==> src/rtl/start_sequencer.sv <==
// Queues start requests and launches one downstream F->G handshake at a time.
// Each wait state has its own timeout; F and G seen high together abort the sequence.
module start_sequencer #(
   parameter int CNT_W   = 4,
   parameter int TIMEOUT = 8
) (
   input  logic             Clock,
   input  logic             Reset,
   input  logic             Req,
   input  logic             Clr,
   input  logic             F,
   input  logic             G,
   output logic             Start,
   output logic [CNT_W-1:0] Pending,
   output logic             Busy,
   output logic             Done,
   output logic             Overflow,
   output logic             Error
);
   localparam int TW = $clog2(TIMEOUT + 1);
   localparam logic [TW-1:0]    TMO_LAST = TW'(TIMEOUT - 1);
   localparam logic [CNT_W-1:0] PEND_MAX = '1;

   typedef enum logic [1:0] {IDLE, WAIT_F, WAIT_G, WAIT_END} state_t;

   state_t           state_q, state_d, adv_state;
   logic [TW-1:0]    tmo_q, tmo_d;
   logic [CNT_W-1:0] pend_q, pend_d;
   logic             start_q, start_d;
   logic             done_q, done_d;
   logic             ovf_q, ovf_d;
   logic             err_q, err_d;
   logic             viol, launch, advance, err_set, ovf_set;

   always_comb begin
      state_d   = state_q;
      tmo_d     = tmo_q;
      pend_d    = pend_q;
      done_d    = 1'b0;
      err_set   = 1'b0;
      ovf_set   = 1'b0;
      advance   = 1'b0;
      adv_state = IDLE;
      viol      = F & G;
      launch    = (state_q == IDLE) && (pend_q != '0) && !viol;
      start_d   = launch;

      case (state_q)
         WAIT_F:   begin advance = F;  adv_state = WAIT_G;   end
         WAIT_G:   begin advance = G;  adv_state = WAIT_END; end
         WAIT_END: begin advance = !G; adv_state = IDLE;     end
         default:  begin advance = 1'b0; adv_state = IDLE;   end
      endcase

      // A protocol violation outranks progress and timeout in every state.
      if (viol) begin
         err_set = 1'b1;
         state_d = IDLE;
         tmo_d   = '0;
      end else if (state_q == IDLE) begin
         if (launch) begin
            state_d = WAIT_F;
            tmo_d   = '0;
         end
      end else if (advance) begin
         state_d = adv_state;
         tmo_d   = '0;
         done_d  = (state_q == WAIT_END);
      end else if (tmo_q == TMO_LAST) begin
         err_set = 1'b1;
         state_d = IDLE;
         tmo_d   = '0;
      end else begin
         tmo_d = tmo_q + 1'b1;
      end

      // A request coinciding with a launch leaves the count unchanged.
      if (Req && !launch) begin
         if (pend_q == PEND_MAX) ovf_set = 1'b1;
         else                    pend_d  = pend_q + 1'b1;
      end else if (!Req && launch) begin
         pend_d = pend_q - 1'b1;
      end

      ovf_d = ovf_set | (ovf_q & ~Clr);
      err_d = err_set | (err_q & ~Clr);
   end

   always_ff @(posedge Clock or negedge Reset) begin
      if (!Reset) begin
         state_q <= IDLE;
         tmo_q   <= '0;
         pend_q  <= '0;
         start_q <= 1'b0;
         done_q  <= 1'b0;
         ovf_q   <= 1'b0;
         err_q   <= 1'b0;
      end else begin
         state_q <= state_d;
         tmo_q   <= tmo_d;
         pend_q  <= pend_d;
         start_q <= start_d;
         done_q  <= done_d;
         ovf_q   <= ovf_d;
         err_q   <= err_d;
      end
   end

   assign Start    = start_q;
   assign Pending  = pend_q;
   assign Busy     = (state_q != IDLE);
   assign Done     = done_q;
   assign Overflow = ovf_q;
   assign Error    = err_q;
endmodule

==> config.mk <==
export PLATFORM = sky130hd
export DESIGN_NAME = start_sequencer
export DESIGN_NICKNAME = d
export VERILOG_FILES = /design/src/rtl/start_sequencer.sv
export SDC_FILE = /design/constraint.sdc
export NUM_CORES = 1
export LEC_CHECK = 0
export ABC_AREA = 1
export CAP_MARGIN = 30
export CORE_MARGIN = 10
export CORE_UTILIZATION = 50
export CTS_CLUSTER_SIZE = 20
export DETAILED_ROUTE_END_ITERATION = 6
export PLACE_DENSITY = 0.76
export SLEW_MARGIN = 10
export SYNTH_ARGS = -nofsm -noshare
export SYNTH_HDL_FRONTEND = slang
export SYNTH_SLANG_ARGS = --single-unit
==> constraint.sdc <==
create_clock -name Clock -period 4 [get_ports Clock]
set_input_delay 0.8 -clock Clock [delete_from_list [all_inputs] [get_ports Clock]]
set_output_delay 0.8 -clock Clock [all_outputs]
set_load 0.005 [all_outputs]
* Word-level counts from Yosys, hierarchy flattened
Index checks and enable logic that the tools add are counted.
** Operators by class
- Reductions and logical operators :: 15
- Add/sub/neg operators :: 3
- Mux-type cells :: 24
- Equal/unequal tests :: 7
- Bitwise gates (word level) :: 6
** Operators with widths (count)
- two-way mux 4 bit :: 8
- two-way mux 2 bit :: 5
- two-way mux 1 bit :: 9
- adder 4 x 1 -> 4 bit, second input constant :: 2
- nonzero test 4 bit :: 2
- == test 2 bit, second input constant :: 2
- == test 4 x 3 -> 1 bit, second input constant :: 1
- == test 4 bit, second input constant :: 1
- logical AND 1 bit :: 4
- logical NOT 1 bit :: 4
- one-hot mux 2 bit (2 select lines) :: 1
- AND reduction 2 bit :: 2
- nonzero test 2 bit :: 2
- subtractor 4 x 1 -> 4 bit, second input constant :: 1
- bitwise AND 1 bit :: 3
- != test 3 bit, second input constant :: 1
- one-hot mux 1 bit (3 select lines) :: 1
- == test 2 x 1 -> 1 bit, second input constant :: 1
- logical NOT 2 bit :: 1
- != test 2 bit, second input constant :: 1
- bitwise OR 1 bit :: 2
- NOT 1 bit :: 1
** Word-level totals
- Bits of input ports :: 6
- Bits in registers :: 14
- Logic and storage cells :: 62
- Output and inout port bits :: 9

* Depth between registers and ports, before layout
Gate-level depths: netlist (run 1).
- Depth in word-level cells :: 7
- Mapped depth :: 15
- Mapped depth without buffers :: 15

* Worst setup path after synthesis (run 1)
OpenSTA, ideal clock, no wires.
- Kind :: input-to-reg
- From :: input F
- To :: register pend_q[3] (netlist: Pending[3])
- Path buffers :: 0
- Setup slack :: 1.921 ns
- Required time :: 3.883 ns
- Arrival time :: 1.962 ns
- Setup time :: 0.117 ns
- Cell stages on the path :: 12
- Cell sequence :: a21oi_4 > nand2_2 > nand2_1 > ha_1 > nand2_1 > nand2_1 > nor2_1 > inv_1 > nand2_1 > nand3_2 > nand2_1 > nand2_1
** On the way
- Longest elaborated chain between the ends :: 7
- Elaborated cells on any way between the ends :: 10
- Classes of those cells :: eq/ne: 1; mux: 1; bitwise: 1; reduce/logical: 7
** Ends and longest elaborated chain
- from (decl) :: RTL line 11 : input logic F,
- bitwise AND 1 bit * :: RTL line 44 : viol = F & G;
- logical NOT 1 bit * :: RTL line 45 : launch = (state_q == IDLE) && (pend_q != '0) && !viol;
- logical AND 1 bit * :: RTL line 45
- logical NOT 1 bit :: RTL line 78 : if (Req && !launch) begin
- logical AND 1 bit :: RTL line 78
- != test 2 bit (no line) / nonzero test 2 bit (equally long branches)
- AND reduction 2 bit (no line)
- to (signal assigned) :: RTL line 101 : pend_q <= pend_d;
- to (decl) :: RTL line 28 : logic [CNT_W-1:0] pend_q, pend_d;
Mark *: on every way between the ends. The rest lies on a longest branch, timed or not.
A chain may end at the register's enable or synchronous reset.

* Worst setup path in the final report (run 1)
Ends and elaborated chain as after synthesis.

==> results.json, run 1 <==
{
  "synth.avg_cell_area_um2": 8.63,
  "setup_viol": 0,
  "drc": 0,
  "synth_nets": 114,
  "cp_num_buf_inv": 2,
  "cts_max_path_buffers": 2,
  "io-pin-count": 15,
  "layout_common_cells": "nand2_1, dfrtp_1, inv_1, clkdlybuf4s50_1, ha_1",
  "max_freq_mhz": 398,
  "start_util": 0.548,
  "seqCellArea_um2": 350,
  "n_antenna_cell": 0,
  "worstSetupPathType": "in2reg",
  "cts.clk_slew.worst_paths_ns": 0.09,
  "h-tree-depth": 1,
  "path_depth": 13,
  "rsz0062_at_grt": "no",
  "status": "complete, no violations",
  "grt_overflow": 0,
  "holdPathStages": 2,
  "synth_fa_ha_area_frac": 0.125,
  "worstPathRequired_ns": 4.19,
  "synth_compound_area_frac": 0.0870,
  "post_cts_buffers": 0,
  "routed_wl_um": 1680,
  "rr_worst_depth": 15,
  "nNetsFinal": 133,
  "leakagePower_uw": 0.000537,
  "final_common_cell": "nand2_1",
  "fin_util": 0.672,
  "period_needed_ns": 2.51,
  "crit_path_end_kind": "flip-flop",
  "grt_max_degree": 15,
  "synth-seq-area-share": 0.406,
  "die_h_um": 61.6,
  "synth_top_family_by_area": "simple AND/OR/NAND/NOR gates",
  "cts_resized": 0,
  "powerDensity_nw_per_um2": 683,
  "portBuffers": 14,
  "max_slew_margin": 0.593,
  "min_path_type": "reg2reg",
  "synth_xor_area_frac": 0.0304,
  "dp_hpwl_um": 1350,
  "cts_tree": "done",
  "die_w_um": 61.6,
  "worstMarginPinSlew_ns": 0.608,
  "crit_family": "simple AND/OR/NAND/NOR gates",
  "num_vias": 675,
  "wl_per_cell_um": 12.6,
  "cts.sinks": 14,
  "path_cells": "clkdlybuf4s50_1 > a21oi_4 > nand2_2 > nand2_1 > ha_1 > nand2_1 > nand2_1 > nor2_1 > inv_1 > nand2_1 > nand3_2 > nand2_1 > nand2_1",
  "dieArea_um2": 3790,
  "setup_tns_ns": 0,
  "synth_simple_gate_area_frac": 0.283,
  "drt_pass1_iterations": 4,
  "numCtsBuffers": 3,
  "maxCapViolations": 0,
  "grt_pass1_vias": 710,
  "syn-cell-area_um2": 863,
  "antenna_found_initial": 0,
  "core_um2": 1580,
  "ant_nets": 0,
  "maxSlewViolCount": 0,
  "skew_ns": 0.00159,
  "rows": 14,
  "holdBufCountCts": 0,
  "root_buffer": "clkbuf_4",
  "place.gp.congestion": 0.838,
  "crit_slowest_cell": "clkdlybuf4s50_1",
  "nFillCells": 125,
  "syn_inst": 100,
  "crit_path_max_fanout": 5,
  "multiInputGateArea_um2": 453,
  "finalCritPeriodShare": 0.629,
  "drt_iter0_markers": 11,
  "yosysWarnings": 0,
  "yosys_register_bits": 14,
  "max_stage_delay_ns": 0.49,
  "ir_drop_uv": 431,
  "cp.arrival_ns": 2.70,
  "drive_above_1_share": 0.136,
  "grt_pass1_wl_um": 3030,
  "routed_via_density": 5.04,
  "hold_violations": 0,
  "synthMuxAreaShare": 0,
  "ys_types": 24,
  "critical_path.startpoint_type": "primary input",
  "cp_common_cell": "nand2_1",
  "clk_latency_ns": 0.29,
  "synthToLayoutAreaGrowth_pct": 22.8,
  "grt_usage": 0.107
}
[cell usage after synthesis (all sizes together)]
cell    count  area, um2
nand2      25       98.8
inv        16       60.1
dfrtp      14        350
nand3       8       50.1
nor2        8       35.0
ha          7       87.6
o21ai       6       30.0
a21oi       4       31.3
nand4       3       25.0
nand3b      2       27.5
xor2        2       17.5
a31oi       1       6.26
and3        1       7.51
fa          1       20.0
o31ai       1       7.51
xnor2       1       8.76
[routing by layer]
metal / track usage / share of wire
met5: 0 / 0
met2: 0.161 / 0.42
met1: 0.130 / 0.48
met4: 0.0573 / 0.015
met3: 0.0370 / 0.077
[layout make-up]
type | instances | area share
Timing Repair Buffer | 14 | 0.132
Multi-Input combinational cell | 70 | 0.427
Inverter | 16 | 0.0567
Tap cell | 16 | 0.0189
Clock buffer | 4 | 0.0342
Sequential cell | 14 | 0.331
[cells by family (layout without fill, tap and decap cells)]
logic type,Yosys count,count (layout)
simple gates,47,47
buf+inv,16,34
flops,14,14
compound gates,12,12
fa+ha+maj,8,8
xor+xnor,3,3
[where the power goes]
part           leakage (uW)  switching, uW  internal (uW)
clock             0.0000210           49.8           55.5
combinational      0.000336            200            178
sequential         0.000180           53.4            187
[sequential cells by signal, summed over array words and instances (netlist names)]
signal	cells
Done	1
Overflow	1
Pending	4
state_q	2
tmo_q	4
Error	1
Start	1
[through the flow]
step           std cells  power [uW]  setup WS [ns]  hold slack (ns)  instance area (um2)
2_1_floorplan        100         485           1.92            0.475                  863
3_3_place_gp         130         606           1.30            0.477                 1020
3_5_place_dp         130         621           1.21            0.481                 1020
4_1_cts              134         729           1.48            0.503                 1060
5_1_grt              134         791           1.32            0.517                 1060
6_report             134         724           1.49            0.495                 1060
[worst paths after layout]
kind,from,end,slack [ns]
min reg2reg,Overflow,Overflow,0.50
max reg2reg,state_q[0],Pending[3],1.74
min in group asynchronous,Reset,Pending[1],0.89
max,F,Pending[3],1.49
max in group asynchronous,Reset,state_q[1],2.72
min,Overflow,Overflow,0.50
[worst min-delay path, stage by stage, from the launching register on]
cell,delay (ns)
dfrtp_1,0.35
nand2_1,0.05
o21ai_0,0.06
No activity file was read; power rests on OpenSTA's default activity.
==> inputs of run 2 (changes only) <==
--- a/config.mk
+++ b/config.mk
@@ -8,10 +8,10 @@
 export ABC_AREA = 1
 export CAP_MARGIN = 30
 export CORE_MARGIN = 10
-export CORE_UTILIZATION = 50
+export CORE_UTILIZATION = 46
 export CTS_CLUSTER_SIZE = 20
 export DETAILED_ROUTE_END_ITERATION = 6
-export PLACE_DENSITY = 0.76
+export PLACE_DENSITY = 0.74
 export SLEW_MARGIN = 10
 export SYNTH_ARGS = -nofsm -noshare
 export SYNTH_HDL_FRONTEND = slang
==> constraint.sdc (replaced) <==
create_clock -name Clock -period 2.3 [get_ports Clock]
set_input_delay 0.46 -clock Clock [delete_from_list [all_inputs] [get_ports Clock]]
set_output_delay 0.46 -clock Clock [all_outputs]
set_load 0.005 [all_outputs]
==> run 2 against run 1 <==
  * Worst hold slack improved by 0.0035 ns
  * Power is 79% higher
  * Die area is 5.8% higher
  * Worst setup slack worse by 1.3 ns
  * Critical endpoint unchanged
  * Highest routed layer unchanged
==> results.json, run 2 (synthesized netlist as in run 1, its figures left out) <==
{
  "status": "complete, no violations",
  "crit_path_max_fanout": 4,
  "max_freq_mhz": 473,
  "final_common_cell": "nand2_1",
  "routed_wl_um": 1750,
  "maxCapViolations": 0,
  "nNetsFinal": 137,
  "numCtsBuffers": 3,
  "core_um2": 1750,
  "rr_worst_depth": 15,
  "synthToLayoutAreaGrowth_pct": 27.5,
  "cts_resized": 0,
  "max_slew_margin": 0.580,
  "die_h_um": 63.3,
  "drive_above_1_share": 0.164,
  "worstSetupPathType": "reg2reg",
  "crit_slowest_cell": "dfrtp_1",
  "max_stage_delay_ns": 0.43,
  "ir_drop_uv": 605,
  "maxSlewViolCount": 0,
  "critical_path.startpoint_type": "flip-flop",
  "place.gp.congestion": 0.795,
  "crit_family": "simple AND/OR/NAND/NOR gates",
  "place_area_um2": 1060,
  "drt_pass1_iterations": 4,
  "crit_path_end_kind": "flip-flop",
  "layout_common_cells": "nand2_1, dfrtp_1, inv_1, clkdlybuf4s50_1, ha_1",
  "min_path_type": "reg2reg",
  "fin_util": 0.631,
  "dp_hpwl_um": 1500,
  "path_depth": 15,
  "skew_ns": 0.00483,
  "nFillCells": 160,
  "rsz0062_at_grt": "no",
  "drt_iter0_markers": 8,
  "die_w_um": 63.3,
  "dieArea_um2": 4010,
  "antenna_found_initial": 0,
  "cts_max_path_buffers": 2,
  "cp.arrival_ns": 2.29,
  "worstPathRequired_ns": 2.47,
  "holdPathStages": 2,
  "grt_pass1_wl_um": 3020,
  "drc": 0,
  "period_needed_ns": 2.12,
  "grt_usage": 0.0897,
  "worstMarginPinSlew_ns": 0.628,
  "cts_tree": "done",
  "final_area_um2": 1100,
  "num_vias": 720,
  "grt_overflow": 0,
  "path_cells": "inv_1 > ha_1 > inv_2 > a21oi_4 > nand2_2 > nand2_1 > ha_1 > nand2_1 > nand2_1 > nor2_1 > inv_1 > nand2_1 > nand3_2 > nand2_1 > nand2_1",
  "h-tree-depth": 1,
  "io-pin-count": 15,
  "grt_pass1_vias": 729,
  "finalPower_uw": 1300,
  "leakagePower_uw": 0.000555,
  "post_cts_buffers": 0,
  "cts.sinks": 14,
  "finalCritPeriodShare": 0.920,
  "holdBufCountCts": 0,
  "routed_via_density": 4.90,
  "setup_viol": 0,
  "n_antenna_cell": 0,
  "wl_per_cell_um": 11.9,
  "root_buffer": "clkbuf_4",
  "powerDensity_nw_per_um2": 1180,
  "cp_common_cell": "nand2_1",
  "rows": 15,
  "portBuffers": 14,
  "cts.clk_slew.worst_paths_ns": 0.09,
  "grt_max_degree": 15,
  "cp_num_buf_inv": 3,
  "clk_latency_ns": 0.28,
  "setup_tns_ns": 0,
  "start_util": 0.495,
  "ant_nets": 0,
  "hold_violations": 0
}
## run 2: worst min-delay path, delay by kind of cell (launching register included)
kind / cells / cell delay (ns)
compound gates: 2 / 0.11
flops: 1 / 0.35
## run 2: layout make-up
class | count | area (um2) | share of cell area
Multi-Input combinational cell | 70 | 453 | 0.411
Clock buffer | 4 | 36.3 | 0.0330
Sequential cell | 14 | 350 | 0.318
Timing Repair Buffer | 18 | 170 | 0.155
Inverter | 16 | 60.1 | 0.0545
Tap cell | 25 | 31.3 | 0.0284
## run 2: per-stage QoR
step | hold WS [ns] | cells | setup WS (ns)
floorplan | 0.164 | 100 | 0.302
global placement | 0.479 | 143 | 0.0525
detailed placement | 0.486 | 143 | -0.0337
CTS | 0.505 | 147 | 0.162
global route | 0.551 | 147 | 0.0271
finish | 0.499 | 147 | 0.184
## run 2: final timing paths
| path | slack [ns] | end | startpoint |
|---|---|---|---|
| setup / recovery | 0.18 | Pending[3] | state_q[0] |
| hold / removal | 0.50 | Error | Error |
| setup reg to reg | 0.18 | Pending[3] | state_q[0] |
| hold reg to reg | 0.50 | Error | Error |
| max in group asynchronous | 1.33 | Pending[3] | Reset |
| min in group asynchronous | 0.57 | Done | Reset |
## run 2: power by group
part           internal (uW)  switching [uW]  total, uW
clock                   96.2            78.6        175
combinational            349             368        717
sequential               325            80.3        406
## run 2: layer usage
metal / share of wire / vias to the layer above / global-route usage
li1: - / 371 / -
met1: 0.45 / 334 / 0.105
met2: 0.48 / 13 / 0.143
met3: 0.054 / 2 / 0.0353
met4: 0.0097 / 0 / 0.0328
met5: 0 / - / 0
==> inputs of run 3 (changes only) <==
--- a/config.mk
+++ b/config.mk
@@ -12,7 +12,6 @@
 export CTS_CLUSTER_SIZE = 20
 export DETAILED_ROUTE_END_ITERATION = 6
 export PLACE_DENSITY = 0.74
-export SLEW_MARGIN = 10
 export SYNTH_ARGS = -nofsm -noshare
 export SYNTH_HDL_FRONTEND = slang
 export SYNTH_SLANG_ARGS = --single-unit
==> results of run 3 <==
Same layout as run 2: the final DEF is identical, and so are final timing and power.
